[src/rtl/riscv_pkg.sv]
// Shared pipeline definitions: data width and the memory-port arbiter states.
package riscv_pkg;

    localparam int XLEN = 32;

    typedef enum logic [2:0] {
        IDLE,
        D_BUSY,
        D_DONE,
        I_BUSY,
        I_DONE
    } arb_state_t;

endpackage

[src/rtl/mem_port_arbiter.sv]
// Arbitrates the single-ported unified memory between instruction fetch and the
// memory stage, with data priority, a fetch slot after every data access, and stall generation.
module mem_port_arbiter
    import riscv_pkg::*;
#(
    parameter int TIMEOUT = 255
) (
    input  logic            CLK,
    input  logic            RST_N,
    input  logic            InstrReqF,
    input  logic [XLEN-1:0] PCF,
    input  logic            RedirectF,
    output logic [XLEN-1:0] InstrF,
    output logic            InstrValidF,
    output logic            StallF,
    input  logic            MemReadM,
    input  logic            MemWriteM,
    input  logic [XLEN-1:0] ALUResultM,
    input  logic [XLEN-1:0] WriteDataM,
    output logic [XLEN-1:0] ReadDataM,
    output logic            DataValidM,
    output logic            StallM,
    output logic            MemReq,
    output logic            MemWe,
    output logic [XLEN-1:0] MemAddr,
    output logic [XLEN-1:0] MemWData,
    input  logic [XLEN-1:0] MemRData,
    input  logic            MemReady,
    output logic            MemTimeout
);

    arb_state_t  state;
    logic        stale;
    logic [15:0] wait_cnt;
    logic [16:0] wait_next;
    logic        data_req;
    logic        busy;
    logic        grant_data;
    logic        grant_instr;

    assign data_req  = MemReadM | MemWriteM;
    assign busy      = (state == D_BUSY) || (state == I_BUSY);
    assign wait_next = {1'b0, wait_cnt} + 17'd1;

    // A data grant is possible from IDLE or right after a fetch; a fetch grant
    // from IDLE (when no data is waiting) or right after a data access.
    assign grant_data  = ((state == IDLE) || (state == I_DONE)) && data_req;
    assign grant_instr = ((state == IDLE) && !data_req && InstrReqF) ||
                         ((state == D_DONE) && InstrReqF);

    assign MemReq      = busy;
    assign DataValidM  = (state == D_DONE);
    assign InstrValidF = (state == I_DONE);
    assign StallM      = data_req & ~DataValidM;
    assign StallF      = InstrReqF & ~InstrValidF;

    always_ff @(posedge CLK or negedge RST_N) begin
        if (!RST_N) begin
            state      <= IDLE;
            MemWe      <= 1'b0;
            MemAddr    <= '0;
            MemWData   <= '0;
            InstrF     <= '0;
            ReadDataM  <= '0;
            MemTimeout <= 1'b0;
            stale      <= 1'b0;
            wait_cnt   <= '0;
        end else begin
            if (grant_data) begin
                MemAddr  <= ALUResultM;
                MemWe    <= MemWriteM;
                MemWData <= WriteDataM;
            end else if (grant_instr) begin
                MemAddr <= PCF;
                MemWe   <= 1'b0;
            end

            if (grant_data || grant_instr) begin
                wait_cnt <= '0;
            end else if (busy && !MemReady && (wait_cnt != 16'hFFFF)) begin
                wait_cnt <= wait_next[15:0];
            end

            // The flag is sticky; the access itself keeps waiting for memory.
            if (busy && !MemReady && (wait_next >= 17'(TIMEOUT))) begin
                MemTimeout <= 1'b1;
            end

            if (grant_instr) begin
                stale <= 1'b0;
            end else if ((state == I_BUSY) && (RedirectF || !InstrReqF)) begin
                stale <= 1'b1;
            end

            case (state)
                IDLE: begin
                    if (grant_data) begin
                        state <= D_BUSY;
                    end else if (grant_instr) begin
                        state <= I_BUSY;
                    end
                end
                D_BUSY: begin
                    if (MemReady) begin
                        state <= D_DONE;
                        if (!MemWe) begin
                            ReadDataM <= MemRData;
                        end
                    end
                end
                D_DONE: begin
                    state <= InstrReqF ? I_BUSY : IDLE;
                end
                I_BUSY: begin
                    if (MemReady) begin
                        InstrF <= MemRData;
                        state  <= (stale || RedirectF || !InstrReqF) ? IDLE : I_DONE;
                    end
                end
                I_DONE: begin
                    state <= data_req ? D_BUSY : IDLE;
                end
                default: begin
                    state <= IDLE;
                end
            endcase
        end
    end

endmodule

[config.mk]
export PLATFORM = sky130hd
export DESIGN_NAME = mem_port_arbiter
export DESIGN_NICKNAME = d
export VERILOG_FILES = /design/src/rtl/riscv_pkg.sv /design/src/rtl/mem_port_arbiter.sv
export SDC_FILE = /design/constraint.sdc
export NUM_CORES = 1
export LEC_CHECK = 0
export ABC_CLOCK_PERIOD_IN_PS = 2800
export CORE_MARGIN = 2
export CORE_UTILIZATION = 43
export DETAILED_ROUTE_END_ITERATION = 8
export GPL_TIMING_DRIVEN = 0
export PLACE_DENSITY = 0.83
export SYNTH_ARGS = -nofsm -noshare
export SYNTH_HDL_FRONTEND = slang
export SYNTH_SLANG_ARGS = --single-unit
export TNS_END_PERCENT = 50
[constraint.sdc]
create_clock -name CLK -period 2.8 [get_ports CLK]
set_clock_uncertainty 0.1 [all_clocks]
set_input_delay 0.56 -clock CLK [delete_from_list [all_inputs] [get_ports CLK]]
set_output_delay 0.56 -clock CLK [all_outputs]
set_load 0.005 [all_outputs]
---- Word level (Yosys, flattened, before mapping) ----
Index checks and enable logic that the tools add are counted.
word-level totals
  output and inout port bits .............. 135
  register bits after elaboration ......... 150
  bits of input ports ..................... 135
  logic and storage cells ................. 66
operators by class
  muxes and demuxes ....................... 16
  bitwise gates (word level) .............. 6
  reduce and logical (&&, ||, !) cells .... 25
  magnitude comparators ................... 1
  add/subtract/negate cells ............... 1
  eq/ne operators ......................... 8
operator list
  cell                   number
  $mux 32                2
  $mux 16                2
  $add 16x1->17 const B  1
  $ge 17x8->1 const B    1
  $ne 16x16->1 const B   1
  $mux 3                 5
  $pmux 3 s5             1
  $logic_and 1x1->1      8
  $logic_or 1x1->1       7
  $eq 3x2->1 const B     2
  $reduce_and 3->1       2
  $reduce_bool 2->1      3
  $mux 1                 5
  $ne 2x2->1 const B     2
  $eq 3x1->1 const B     1
  $eq 3x3->1 const B     1
  $logic_not 1->1        3
  $logic_not 3->1        1
  $ne 3x3->1 const B     1
  $not 1->1              3
  $and 1x1->1            2
  $mux 2                 1
  $reduce_and 2->1       1
  $or 1x1->1             1

---- Depth between registers and ports, before layout ----
Gate-level depths: netlist of run 1.
  depth in word-level cells ............... 8
  depth in mapped cells ................... 9
  gate-level depth less buffers ........... 7

---- Worst setup path after synthesis of run 1 ----
OpenSTA, ideal clock, no wires.
  kind .................................... reg-to-reg
  start point ............................. register wait_cnt[0]
  end point ............................... register wait_cnt[13]
  cell stages (with the launch flop) ...... 8
  data required time ...................... 2.582 ns
  arrival ................................. 1.764 ns
  library setup time ...................... 0.118 ns
  path slack .............................. 0.818 ns
  clock period less this slack ............ 1.982 ns
  buffers on the path ..................... 1
  cells stage by stage .................... dfrtp_1 > ha_1 > nand3_4 > nor2_4 > a31oi_4 > buf_6 > mux2_4 > a21o_1
on the way
  longest elaborated chain between the ends .. 3
  elaborated cells between the ends (all ways) .. 6
ends and longest elaborated chain
  what                                           RTL line                                        text
  start: declaration                             mem_port_arbiter.sv:34                          logic [15:0] wait_cnt;
  start signal: assignment                       mem_port_arbiter.sv:81                          wait_cnt <= wait_next[15:0];
  $add 16x1->17 or $ne 16x16->1 (tied branches)  mem_port_arbiter.sv:43, mem_port_arbiter.sv:80
  $mux 16 or $logic_and 1x1->1 (tied branches)   mem_port_arbiter.sv:80                          end else if (busy && !MemReady && (wait_cnt != 16'hFFFF)) begin
  $mux 16 or $reduce_bool 2->1 (tied branches)   -
Parallel ways exist; a longest one is shown, timed or not. The select of a mux whose other input is x is not followed.
A chain may end at the register's enable or synchronous reset.

---- Worst setup path after layout of run 1 ----
  start point ............................. register state[1]
  end point ............................... output port InstrValidF
on the way
  longest elaborated chain between the ends .. 1
ends and longest elaborated chain
  what                      RTL line                 text
  start: declaration        mem_port_arbiter.sv:32   arb_state_t state;
  start signal: assignment  mem_port_arbiter.sv:112  state <= InstrReqF ? I_BUSY : IDLE;
  start signal: assignment  mem_port_arbiter.sv:117  state <= (stale || RedirectF || !InstrReqF) ? IDLE : I_DONE;
  start signal: assignment  mem_port_arbiter.sv:121  state <= data_req ? D_BUSY : IDLE;
  $eq 3x3->1                mem_port_arbiter.sv:53   assign InstrValidF = (state == I_DONE);
  end: declaration          mem_port_arbiter.sv:14   output logic InstrValidF,
No other way between the ends.

==> results of run 1 <==
[metrics by stage]
| stage | util [%] | TNS (ns) | hold slack [ns] |
|---|---|---|---|
| 6_report | 67.3 | 0 | 0.0552 |
| 5_1_grt | 67.3 | 0 | 0.0940 |
| 4_1_cts | 67.3 | 0 | 0.0697 |
| 3_5_place_dp | 63.3 | -1.86 | 0.326 |
| 3_3_place_gp | 63.1 | -715.23 | 0.320 |
| 2_1_floorplan | - | 0 | 0.164 |
[cell usage after synthesis, types with 2 or more instances]
master and instances:
a21o_1 4, a21oi_1 3, a22o_1 5, a31oi_1 6
and2_1 3, and3_1 2, buf_2 16, buf_6 3
clkbuf_1 8, clkbuf_2 2, dfrtp_1 150, ha_1 2
inv_1 2, mux2_2 97, mux2_4 3, mux2i_1 43
nand2_1 41, nand2b_1 4, nand3_1 11, nand4_4 2
nor2_1 12, nor2b_1 2, nor3_1 7, nor3_2 2
nor4_1 4, o21ai_0 39, or3_1 2, xnor2_1 4
[registers in the layout, indices dropped and copies added, names as in the netlist]
signal / cells
stale: 1
MemAddr: 32
MemTimeout: 1
InstrF: 32
MemWe: 1
ReadDataM: 32
state: 3
wait_cnt: 16
MemWData: 32
[area by class of cell]
class                      count  area (um^2)
tap                          188          235
sequential                   150         3750
clock buffer                  20          457
multi-input combinational    322         2670
timing repair buffer         270         2720
buffer                        30          161
inverter                       3         11.3
clock inverter                12          145
fill                        1104         4940
[metal layers]
layer  routed length [um]  share of wire, %  track usage, %  vias up
li1                     -                 -               -     2387
met1                 7050                38            26.8     2575
met2                 9620                52            40.4      175
met3                 1340               7.2            8.85       46
met4                  668               3.6            10.3        0
met5                    0                 0               0        -
[path summary, 6_finish.rpt]
kind                            slack (ns)                  from                       to  cells after the start
worst max-delay path                  0.31  state[1]$_DFFE_PN0P_              InstrValidF                      4
worst min-delay path                  0.06                 RST_N  MemAddr[28]$_DFFE_PN0N_                      1
worst max register to register        0.51  state[1]$_DFFE_PN0P_   MemAddr[6]$_DFFE_PN0N_                      6
worst min register to register        0.33     stale$_DFFE_PN0P_     state[2]$_DFFE_PN0P_                      1
max in group asynchronous             1.73                 RST_N   InstrF[28]$_DFFE_PN0P_                      2
min in group CLK                      0.33     stale$_DFFE_PN0P_     state[2]$_DFFE_PN0P_                      1
[kinds of logic after synthesis]
group | after synthesis | share of synthesized area, %
flops | 150 | 56.9
compound gates | 68 | 6.57
mux | 144 | 23.9
fa+ha+maj | 2 | 0.379
simple gates | 103 | 8.90
xor+xnor | 5 | 0.664
buf+inv | 33 | 2.62
[where the power goes]
group          leakage [nW]  total, W  internal, W  switching, W
logic                  2.26   0.00466      0.00293       0.00173
registers              1.82   0.00374      0.00317      0.000567
clock network         0.281   0.00230      0.00137      0.000929
total                  4.36    0.0107      0.00748       0.00322
==> reports/qor.csv, run 1 <==
stage;metric;value;unit
run;drv_cap;0;
timing;worst_slack;0.313;ns
synthesis;synth-edff-count;0;
floorplanning;start_util;43.7;%
timing;setup_violations;0;
cts;tritoncts;done;
setup_path;cpMaxStageDelayCell;clkdlybuf4s50_1;
setup_path;worst_path_largest_cell_delay;0.52;ns
timing;tightest_slew;0.708;ns
floorplanning;die_y;128;um
floorplanning;ios;270;
grt;grt_start_max_net_pins;81;
route;drt_pass1_iterations;4;
cts;postCtsSetupBuffers;0;
floorplanning;fp.dieW;128;um
floorplanning;die-area;0.0163;mm^2
synthesis;synthCells;505;
cts;numCtsBuffers;17;
status;status;completed;
finish;final_cells;995;
finish;drive_above_1_share;21.4;%
finish;design_area;0.0102;mm^2
setup_path;critPathMaxFanout;8;
cts;h-tree-depth;4;
route;vias;5183;
finish;final_nets;931;
setup_path;crit_chain;buf_4 > nor2_1 > and2_1 > clkdlybuf4s50_1;
finish;syn2layout_area_growth;54.0;%
timing;period_minus_slack;2.49;ns
route;viasPerCell;5.21;
setup_path;cp_data_arrival_time;1.83;ns
synthesis;synth_seq_cells;150;
finish;num_antenna_cells;0;
power_and_ir_drop;leakagePower;4.36;nW
setup_path;cp.required;2.14;ns
synthesis;ys.flop_type;dfrtp_1;
power_and_ir_drop;power;0.0107;W
finish;final_cell_mix;268 x clkdlybuf4s50_1, 150 x dfrtp_1, 97 x mux2_2;
setup_path;critPathTopFamily;buffers and inverters;
route;drcViolationCount;0;
timing;maxSlewViolCount;0;
cts;cts.sinks;150;
placed_design;placed_area;0.00955;mm^2
cts;cts-root-buf;clkbuf_16;
floorplanning;core;0.0151;mm^2
setup_path;worstSetupStartpointType;flip-flop;
finish;final_common_cell;clkdlybuf4s50_1;
min_path;hold_class;in2async;
timing;rsz0062_at_grt;no;
timing;hold_viol_final;0;
placed_design;gp_congestion;0.900;
timing;fmax;0.402;GHz
route;wl_per_cell;18.8;um
placed_design;post-place-ws;-0.108;ns
cts;worstSkewPairLatency;0.42;ns
timing;slew_headroom;52.5;%
synthesis;synth.area.top_cells;dfrtp_1 57%, mux2_2 17%, mux2i_1 6.5%;
setup_path;cp-end-kind;output port;
synthesis;synthArstFlopShare;100;%
setup_path;path_buf_inv;2;
floorplanning;num_rows;45;
placed_design;numPortBuffers;269;
synthesis;syn_avg_cell_area;13.1;um^2
cts;cts_buffer_depth;2;
power_and_ir_drop;ir_drop;0.000579;V
setup_path;critPathKind;reg2out;
route;first_iter_violations;280;
synthesis;yosysSeqAreaShare;56.9;%
route;antenna_left;0;
synthesis;synth.distinct_cells;54;
synthesis;synth.largest_area_cell;dfrtp_1;
power_and_ir_drop;power_density;1050;mW/mm^2
cts;clkTransAtPathRegs;0.06;ns
cts;cts-resized-gates;0;
grt;grt_pass1_wl;30000;um
synthesis;yosysTopAreaCellShare;56.9;%
grt;overflow;0;
cts;cts_hold_buf;0;
synthesis;synth_nets;642;
synthesis;synth_area;0.00659;mm^2
timing;final.period_utilization;88.8;%
grt;grt_pass1_vias;5753;
placed_design;dpl.hpwl;14000;um
placed_design;dp_cells;963;
grt;antenna_found_initial;0;
synthesis;yosysWarnings;0;
grt;groute.usage.overall;23.7;%
route;drt_wl_total;18700;um
(Power assumes the default switching activity.)
==> inputs of run 2 (changes only) <==
Settings changed: CAP_MARGIN from default to 20.
==> results of run 2 <==
No change in the layout: final DEF, timing and power equal those of run 1.
